**config.mk**
```make
export PLATFORM = sky130hd
export DESIGN_NAME = mlaccel_memory_reader
export DESIGN_NICKNAME = d
export VERILOG_FILES = /design/src/rtl/mlaccel_pkg.sv /design/src/rtl/mlaccel_reader_fifo.sv /design/src/rtl/mlaccel_memory_reader.sv
export SDC_FILE = /design/constraint.sdc
export NUM_CORES = 1
export LEC_CHECK = 0
export ABC_AREA = 1
export BUFFER_PORTS_ARGS = -buffer_cell sky130_fd_sc_hd__buf_2
export CAP_MARGIN = 5
export CORE_MARGIN = 8
export CORE_UTILIZATION = 60
export DETAILED_ROUTE_END_ITERATION = 12
export PLACE_DENSITY = 0.86
export RECOVER_POWER = 25
export SYNTH_ARGS = -nofsm -noshare
export SYNTH_HDL_FRONTEND = slang
export SYNTH_SLANG_ARGS = --single-unit
export TNS_END_PERCENT = 1
```
**constraint.sdc**
```tcl
create_clock -name clk_i -period 3.8 [get_ports clk_i]
set_clock_uncertainty 0.2 [all_clocks]
set_input_delay 0.38 -clock clk_i [delete_from_list [all_inputs] [get_ports clk_i]]
set_output_delay 0.38 -clock clk_i [all_outputs]
set_load 0.02 [all_outputs]
```
**src/rtl/mlaccel_pkg.sv**
```systemverilog
// Shared constants and reader FSM encoding for the accelerator memory reader.
package mlaccel_pkg;

    localparam int unsigned MLACCEL_ADDR_W = 17;
    localparam int unsigned MLACCEL_DATA_W = 32;

    typedef enum logic [1:0] {
        StIdle  = 2'd0,
        StIssue = 2'd1,
        StDrain = 2'd2
    } reader_state_e;

endpackage

```
**src/rtl/mlaccel_reader_fifo.sv**
```systemverilog
// First-word-fall-through synchronous FIFO with occupancy count.
// Push and pop in the same cycle are legal even when full.
module mlaccel_reader_fifo #(
    parameter int unsigned DEPTH = 4,
    parameter int unsigned WIDTH = 33,
    localparam int unsigned CntW = $clog2(DEPTH + 1),
    localparam int unsigned PtrW = (DEPTH > 1) ? $clog2(DEPTH) : 1
) (
    input  logic             clk_i,
    input  logic             rst_ni,
    input  logic             push_i,
    input  logic [WIDTH-1:0] wdata_i,
    input  logic             pop_i,
    output logic [WIDTH-1:0] rdata_o,
    output logic [CntW-1:0]  count_o
);

    logic [WIDTH-1:0] mem_q [DEPTH];
    logic [PtrW-1:0]  wr_ptr_q, wr_ptr_d;
    logic [PtrW-1:0]  rd_ptr_q, rd_ptr_d;
    logic [CntW-1:0]  count_q, count_d;

    // Pointer wrap and occupancy update.
    always_comb begin
        wr_ptr_d = wr_ptr_q;
        rd_ptr_d = rd_ptr_q;
        count_d  = count_q;
        if (push_i) begin
            wr_ptr_d = (wr_ptr_q == PtrW'(DEPTH - 1)) ? '0 : wr_ptr_q + PtrW'(1);
        end
        if (pop_i) begin
            rd_ptr_d = (rd_ptr_q == PtrW'(DEPTH - 1)) ? '0 : rd_ptr_q + PtrW'(1);
        end
        case ({push_i, pop_i})
            2'b10:   count_d = count_q + CntW'(1);
            2'b01:   count_d = count_q - CntW'(1);
            default: count_d = count_q;
        endcase
    end

    // Pointer and count state.
    always_ff @(posedge clk_i or negedge rst_ni) begin
        if (!rst_ni) begin
            wr_ptr_q <= '0;
            rd_ptr_q <= '0;
            count_q  <= '0;
        end else begin
            wr_ptr_q <= wr_ptr_d;
            rd_ptr_q <= rd_ptr_d;
            count_q  <= count_d;
        end
    end

    // Storage array; contents are only meaningful under a nonzero count.
    always_ff @(posedge clk_i) begin
        if (push_i) begin
            mem_q[wr_ptr_q] <= wdata_i;
        end
    end

    assign rdata_o = mem_q[rd_ptr_q];
    assign count_o = count_q;

endmodule

```
**src/rtl/mlaccel_memory_reader.sv**
```systemverilog
// Read initiator for the 128 KB accelerator memory port. Issues strided reads,
// absorbs the fixed read latency with a tag pipe and streams words out.
// Build option: MLACCEL_READER_STRIDE_EN honours cmd_stride_i; otherwise stride is 4.
module mlaccel_memory_reader
    import mlaccel_pkg::*;
#(
    parameter int unsigned RD_LATENCY = 2,
    parameter int unsigned FIFO_DEPTH = 4,
    parameter int unsigned LEN_W      = 16
) (
    input  logic                      clk_i,
    input  logic                      rst_ni,
    input  logic                      cmd_valid_i,
    output logic                      cmd_ready_o,
    input  logic [MLACCEL_ADDR_W-1:0] cmd_addr_i,
    input  logic [LEN_W-1:0]          cmd_len_i,
    input  logic [MLACCEL_ADDR_W-1:0] cmd_stride_i,
    output logic [MLACCEL_ADDR_W-1:0] mem_addr_o,
    output logic [3:0]                mem_wen_o,
    output logic [MLACCEL_DATA_W-1:0] mem_wdata_o,
    input  logic [MLACCEL_DATA_W-1:0] mem_rdata_i,
    output logic                      out_valid_o,
    input  logic                      out_ready_i,
    output logic [MLACCEL_DATA_W-1:0] out_data_o,
    output logic                      out_last_o,
    output logic                      busy_o
);

    localparam int unsigned AW    = MLACCEL_ADDR_W;
    localparam int unsigned DW    = MLACCEL_DATA_W;
    localparam int unsigned CntW  = $clog2(FIFO_DEPTH + 1);
    localparam int unsigned InflW = $clog2(RD_LATENCY + 1);

    reader_state_e         state_q;
    logic [AW-1:0]         cur_addr_q;
    logic [AW-1:0]         mem_addr_q;
    logic [LEN_W-1:0]      remaining_q;
    logic [AW-1:0]         stride;
    logic [RD_LATENCY-1:0] tag_pipe_q, tag_pipe_d;
    logic [RD_LATENCY-1:0] last_pipe_q, last_pipe_d;
    logic [InflW-1:0]      inflight_q, inflight_d;
    logic [CntW-1:0]       fifo_count;
    logic [DW:0]           fifo_head;
    logic                  credit_ok, issue, push, pop, out_valid;

`ifdef MLACCEL_READER_STRIDE_EN
    logic [AW-1:0] stride_q;

    // Capture the per-command stride on acceptance.
    always_ff @(posedge clk_i or negedge rst_ni) begin
        if (!rst_ni) begin
            stride_q <= '0;
        end else if (state_q == StIdle && cmd_valid_i) begin
            stride_q <= cmd_stride_i;
        end
    end

    assign stride = stride_q;
`else
    logic unused_stride;
    assign unused_stride = ^cmd_stride_i;
    assign stride        = AW'(4);
`endif

    // Words buffered plus reads in flight never exceed the buffer depth.
    assign credit_ok = (32'(fifo_count) + 32'(inflight_q)) < FIFO_DEPTH;
    assign issue     = (state_q == StIssue) && credit_ok;
    assign push      = tag_pipe_q[RD_LATENCY-1];
    assign out_valid = (fifo_count != '0);
    assign pop       = out_valid && out_ready_i;

    // Command FSM with address and length counters.
    always_ff @(posedge clk_i or negedge rst_ni) begin
        if (!rst_ni) begin
            state_q     <= StIdle;
            cur_addr_q  <= '0;
            mem_addr_q  <= '0;
            remaining_q <= '0;
        end else begin
            case (state_q)
                StIdle: begin
                    if (cmd_valid_i) begin
                        cur_addr_q  <= cmd_addr_i;
                        remaining_q <= cmd_len_i;
                        if (cmd_len_i != '0) begin
                            state_q <= StIssue;
                        end
                    end
                end
                StIssue: begin
                    if (issue) begin
                        mem_addr_q  <= cur_addr_q;
                        cur_addr_q  <= cur_addr_q + stride;
                        remaining_q <= remaining_q - LEN_W'(1);
                        if (remaining_q == LEN_W'(1)) begin
                            state_q <= StDrain;
                        end
                    end
                end
                StDrain: begin
                    if (pop && fifo_head[DW]) begin
                        state_q <= StIdle;
                    end
                end
                default: state_q <= StIdle;
            endcase
        end
    end

    // Tag pipe marks which cycles carry valid read data back from memory.
    always_comb begin
        tag_pipe_d     = '0;
        last_pipe_d    = '0;
        tag_pipe_d[0]  = issue;
        last_pipe_d[0] = issue && (remaining_q == LEN_W'(1));
        for (int unsigned i = 1; i < RD_LATENCY; i++) begin
            tag_pipe_d[i]  = tag_pipe_q[i-1];
            last_pipe_d[i] = last_pipe_q[i-1];
        end
        case ({issue, push})
            2'b10:   inflight_d = inflight_q + InflW'(1);
            2'b01:   inflight_d = inflight_q - InflW'(1);
            default: inflight_d = inflight_q;
        endcase
    end

    // Tag pipe and in-flight counter state.
    always_ff @(posedge clk_i or negedge rst_ni) begin
        if (!rst_ni) begin
            tag_pipe_q  <= '0;
            last_pipe_q <= '0;
            inflight_q  <= '0;
        end else begin
            tag_pipe_q  <= tag_pipe_d;
            last_pipe_q <= last_pipe_d;
            inflight_q  <= inflight_d;
        end
    end

    mlaccel_reader_fifo #(
        .DEPTH (FIFO_DEPTH),
        .WIDTH (DW + 1)
    ) u_fifo (
        .clk_i   (clk_i),
        .rst_ni  (rst_ni),
        .push_i  (push),
        .wdata_i ({last_pipe_q[RD_LATENCY-1], mem_rdata_i}),
        .pop_i   (pop),
        .rdata_o (fifo_head),
        .count_o (fifo_count)
    );

    assign cmd_ready_o = (state_q == StIdle);
    assign busy_o      = (state_q != StIdle);
    assign mem_addr_o  = mem_addr_q;
    assign mem_wen_o   = 4'b0000;
    assign mem_wdata_o = '0;
    assign out_valid_o = out_valid;
    assign out_data_o  = fifo_head[DW-1:0];
    // Head storage is not reset, so gate last with valid.
    assign out_last_o  = out_valid && fifo_head[DW];

endmodule

```
# Yosys cells after proc, flatten, opt, wreduce, memory -nomap -nowiden
# Memory sizes are Yosys's and may differ from the RTL's.
# Index checks and enable logic that the tools add are counted.
[classes]
shifts = 0
n_eq_ne = 14
mul = 0
add_sub_neg = 9
bitwise_logic = 0
n_reduce_logical = 15
n_mux = 18
order_cmp = 1
n_div = 0
[ops]
columns = ["operator", "n"]
rows = [
  ["17-bit two-way mux", 2],
  ["17-bit one-hot mux with 2 select lines", 1],
  ["16-bit two-way mux", 2],
  ["16-bit one-hot mux with 2 select lines", 1],
  ["17-bit by 3-bit adder with 17-bit output, second input constant", 1],
  ["16-bit by 1-bit equality test with 1-bit output, second input constant", 1],
  ["16-bit nonzero test", 1],
  ["16-bit by 1-bit subtractor with 16-bit output, second input constant", 1],
  ["2-bit two-way mux", 7],
  ["2-bit equality test, second input constant", 5],
  ["2-bit nonzero test", 4],
  ["2-bit by 1-bit adder with 2-bit output, second input constant", 3],
  ["2-bit by 1-bit equality test with 1-bit output, second input constant", 3],
  ["2-bit inequality test, second input constant", 3],
  ["2-bit one-hot mux with 3 select lines", 1],
  ["3-bit one-hot mux with 2 select lines", 1],
  ["1-bit logical AND", 5],
  ["5-bit AND reduction", 1],
  ["3-bit by 2-bit adder with 4-bit output", 1],
  ["4-bit by 3-bit < comparator with 1-bit output, second input constant", 1],
  ["2-bit by 1-bit inequality test with 1-bit output, second input constant", 2],
  ["2-bit one-hot mux with 2 select lines", 1],
  ["3-bit by 1-bit adder with 3-bit output, second input constant", 1],
  ["3-bit AND reduction", 1],
  ["other kinds (6)", 7],
]
[word_totals]
out_inout_bits = 89
mem_count = 1
latch_bits = 0
input_bits = 86
wordCells = 68
reg_bits = 65
romBits = 0
mem_bits_rw = 132
[memory_table]
columns = ["memory", "depth", "width", "read_ports", "rd_ports_with_merged_regs", "write_ports", "line_no", "text"]
rows = [
  ["u_fifo.mem_q", 4, 33, 1, 0, 1, "mlaccel_reader_fifo.sv:18", "logic [WIDTH-1:0] mem_q [DEPTH];"],
]

# Longest topological paths before layout
[logic_depth]
depth_word = 5
mapped_depth = 9
mapped_depth_nobuf = 9

# Hierarchy
# From an unflattened synthesis, not the netlist that was laid out.
[hier_totals]
hier_cells = 1012
hier_area_um2 = 9529.1
[by_module_without_submodules]
columns = ["mod", "area_per_inst_um2", "seq_area_each_um2", "instances", "cells_per_inst"]
rows = [
  ["mlaccel_reader_fifo", 5910.7, 4139.0, 1, 502],
  ["mlaccel_memory_reader", 3618.5, 1451.4, 1, 510],
]

# Worst setup path after synthesis
# Ideal clock, no wire load.
[synth_path]
path_kind = "reg-to-reg"
start = "register u_fifo.count_q[1], in the netlist u_fifo.count_o[1]"
end = "register inflight_q[1]"
setup_time_ns = 0.124
path_buffers = 1
slack_ns = 1.719
arrival_ns = 1.757
path_stages_with_launch = 9
cell_sequence = "dfrtp_1 ha_1 nand3_1 nand3_4 clkbuf_1 ha_1 a21oi_1 o21ai_0 xnor2_1"
[synth_between]
elab_chain_cells = 5
elab_cells_between_ends = 7
[synth_rtl]
columns = ["item", "line_no", "text"]
rows = [
  ["start, declared", "mlaccel_reader_fifo.sv:21", "logic [CntW-1:0] count_q, count_d;"],
  ["start signal, assigned", "mlaccel_reader_fifo.sv:50", "count_q <= count_d;"],
  ["3-bit by 2-bit adder with 4-bit output *", "mlaccel_memory_reader.sv:66", "assign credit_ok = (32'(fifo_count) + 32'(inflight_q)) < FIFO_DEPTH;"],
  ["4-bit by 3-bit < comparator with 1-bit output *", "mlaccel_memory_reader.sv:66", ""],
  ["1-bit logical AND *", "mlaccel_memory_reader.sv:67", "assign issue = (state_q == StIssue) && credit_ok;"],
  ["2-bit by 1-bit equality test with 1-bit output / 2-bit equality test (equally long branches)", "mlaccel_memory_reader.sv:120", "case ({issue, push})"],
  ["2-bit one-hot mux with 2 select lines / 2-bit nonzero test (equally long branches)", "--", ""],
  ["end signal, assigned", "mlaccel_memory_reader.sv:136", "inflight_q <= inflight_d;"],
  ["end, declared", "mlaccel_memory_reader.sv:41", "logic [InflW-1:0] inflight_q, inflight_d;"],
]
# Mark *: on every way between the ends. The rest lies on a longest branch, timed or not.
# A chain may end at the register's enable or synchronous reset.

# Worst setup path after layout
[layout_path]
start = "register u_fifo.rd_ptr_q[1]"
end = "output out_data_o[22]"
[layout_between]
elab_chain_cells = 1
[layout_rtl]
columns = ["item", "line_no", "text"]
rows = [
  ["start, declared", "mlaccel_reader_fifo.sv:20", "logic [PtrW-1:0] rd_ptr_q, rd_ptr_d;"],
  ["start signal, assigned", "mlaccel_reader_fifo.sv:49", "rd_ptr_q <= rd_ptr_d;"],
  ["memory read 4 x 33 bit", "--", ""],
  ["end, declared", "mlaccel_memory_reader.sv:24", "output logic [MLACCEL_DATA_W-1:0] out_data_o,"],
]
# Every way passes these cells.

==> flow_summary.ini <==
[status]
status = complete, no violations

[power_and_ir_drop]
seqPwrFrac_pct = 36.6
worst_ir_drop_vdd_v = 0.000489
power_density_nw_per_um2 = 836
p_int_uw = 5130
p_sw_uw = 3580
power_switching_share_pct = 41.1
p_leak_uw = 0.00428
pwr-share-clk_pct = 22.7
p_comb_share_pct = 40.7

[global_route]
gr-usage-all-layers_pct = 21.7
grt_pass1_wl_mm = 32.0
grt_pass1_vias = 6449
grt_max_degree = 69
gr-total-overflow = 0
antenna_found_initial = 0

[clocking]
clkLatencyLatePin_ns = 0.42
clock_sink_count = 197
cts_buffer_depth = 2
root_buffer = clkbuf_16
cts_buffers = 17
path_clk_slew_ns = 0.07
ctsHtreeMaxLevel = 4
cts_setup_buffers = 0
cts_tree = yes

[timing]
maxSlewViolCount = 0
setup_tns_ns = 0
rsz0062_at_grt = false
hold_ws_ns = 0.0132
post-route-period-util_pct = 83.2
tightest_slew_ns = 1.03
slew_headroom_pct = 31.1
finalSetupViolCount = 0
finalHoldViolCount = 0
fmax_mhz = 316
period_minus_slack_ns = 3.16
setup_ws_ns = 0.640

[synth]
ys_ff_latch = 197
yosysUniqueCellTypes = 39
ys_seq_area_share_pct = 63.3
ys.flop_type = edfxtp_1
syn_area_um2 = 8830
syn_area_per_cell_um2 = 10.2
synth-edff-count = 132
yosysWarnings = 0
synth_async_sr_flop_share_pct = 33.0
synthCells = 862

[die]
die-area_um2 = 18900
io_pins = 175
design.core.area_um2 = 14500
fp.dieH_um = 137
start_util_pct = 61.0
rows = 44
die_x_um = 137

[flow_run]
maxCapViolCount = 0

[setup_path]
cp-start-kind = register
crit_path_max_fanout = 35
worstRegToRegCells = 8
reg2reg_slack_ns = 1.38
r2r-end = cur_addr_q[13]
worstSetupEndpointType = output port
r2r_start = u_fifo.count_o[1]
criticalPathCategory = register to output port
crit_required_ns = 3.22
crit_arrival_ns = 2.58

[drt]
drt_first_pass_iters = 7
via_per_inst = 5.51
wire_per_inst_um = 16.6
drt_wl_total_mm = 20.1
drcViolationCount = 0
antenna_left = 0
first_iter_violations = 471
num_vias = 6653

[place]
pre_cts_ws_ns = 1.15
dp.cells = 1140
io_buffers = 121
place.gp.congestion = 0.902
dp_hpwl_mm = 13.0

[final_layout]
drive_gt1_share_pct = 14.4
area_delta_synth_final_pct = 17.8
nNetsFinal = 1108
fin_cells = 1207
final_common_cell = nor2_1
layout_common_cells = 141 x nor2_1, 134 x nand2_1, 132 x edfxtp_1
n_antenna_cell = 0
regArea_um2 = 5590
fill_cells = 1040
multi_input_area_um2 = 2730

[worst_hold_path]
hold_class = primary input to register
holdPathEnd = cur_addr_q[8]
hp-start = cmd_addr_i[8]
holdPathStages = 3
==> per-layer routing <==
metal | up-vias | share of wire [%] | track usage [%]
met5 | - | 0 | 0
met4 | 0 | 1.4 | 7.30
met3 | 24 | 7.4 | 4.96
met2 | 309 | 52 | 37.4
met1 | 3140 | 40 | 26.4
li1 | 3180 | - | -
==> synthesized netlist by cell type (7+ instances only) <==
cell	count	area, um^2
nand3_1	33	165
nand2_1	134	503
nand4_1	9	56.3
nor2_1	141	529
edfxtp_1	132	3960
o21ai_0	119	596
buf_4	40	300
a21oi_1	13	65.1
inv_1	51	191
buf_2	9	45.0
o22ai_1	34	213
clkbuf_1	23	86.3
o21ai_1	7	35.0
ha_1	11	138
dfrtp_1	65	1630
==> kinds of logic after synthesis <==
kind of cell / after synthesis / synth area share, %
other cells: 1 / 0.0424
buf+inv: 127 / 7.31
compound gates: 185 / 11.3
xor+xnor: 8 / 0.793
fa+ha+maj: 12 / 1.78
mux: 1 / 0.127
simple gates: 331 / 15.3
flops: 197 / 63.3
==> cell type report <==
type / instances / area share, %
timing repair buffer: 167 / 9.65
clock buffer: 19 / 4.16
multi-input combinational: 573 / 26.2
inverter: 54 / 1.95
sequential: 197 / 53.7
clock inverter: 13 / 2.09
tap: 184 / 2.21
==> how the worst max path moves through the flow <==
stage | start | to | slack (ns) | depth (start not counted)
floorplan | u_fifo.count_o[1] | inflight_q[1] | 1.72 | 8
global placement | u_fifo.rd_ptr_q[1] | out_data_o[27] | 1.15 | 5
detailed placement | u_fifo.rd_ptr_q[1] | out_data_o[27] | 1.15 | 5
CTS | u_fifo.rd_ptr_q[1] | out_data_o[22] | 0.62 | 5
global route | u_fifo.rd_ptr_q[1] | out_data_o[27] | 0.48 | 5
finish | u_fifo.rd_ptr_q[1] | out_data_o[22] | 0.64 | 5
==> sequential cells by signal, summed over array words and instances, names as in the netlist, 3 cells and up <==
name / cells
cur_addr_q: 17
mem_addr_o: 17
remaining_q: 16
u_fifo.count_o: 3
u_fifo.mem_q: 132
==> timing repair <==
| action | 4_1_cts | 5_1_grt |
|---|---|---|
| endpoints found under the hold margin | 164 | 0 |
| hold buffers | 35 | 0 |
| resized for setup | 0 | 0 |
==> per-stage QoR <==
step                total power [uW]  instance area [um^2]  util [%]
floorplan                       5730                  8970         -
global placement                6580                  9440      65.2
detailed placement              6710                  9440      65.2
CTS                             8730                 10400      72.1
global route                    9290                 10400      71.9
finish                          8700                 10400      71.9
==> power by group through the flow <==
stage	Clock (uW)	Sequential (uW)	Combinational [uW]
2_1_floorplan	0	3240	2490
3_3_place_gp	0	3200	3390
3_5_place_dp	0	3210	3500
4_1_cts	2000	3180	3550
5_1_grt	2090	3240	3950
6_report	1980	3180	3540
==> worst max-delay path: stages (launching register included) <==
cell	delay [ns]
dfrtp_1	0.37
buf_4	0.25
inv_1	0.78
o21ai_0	0.27
o22ai_1	0.26
buf_2	0.22
Power figures use the tool's default switching activity.
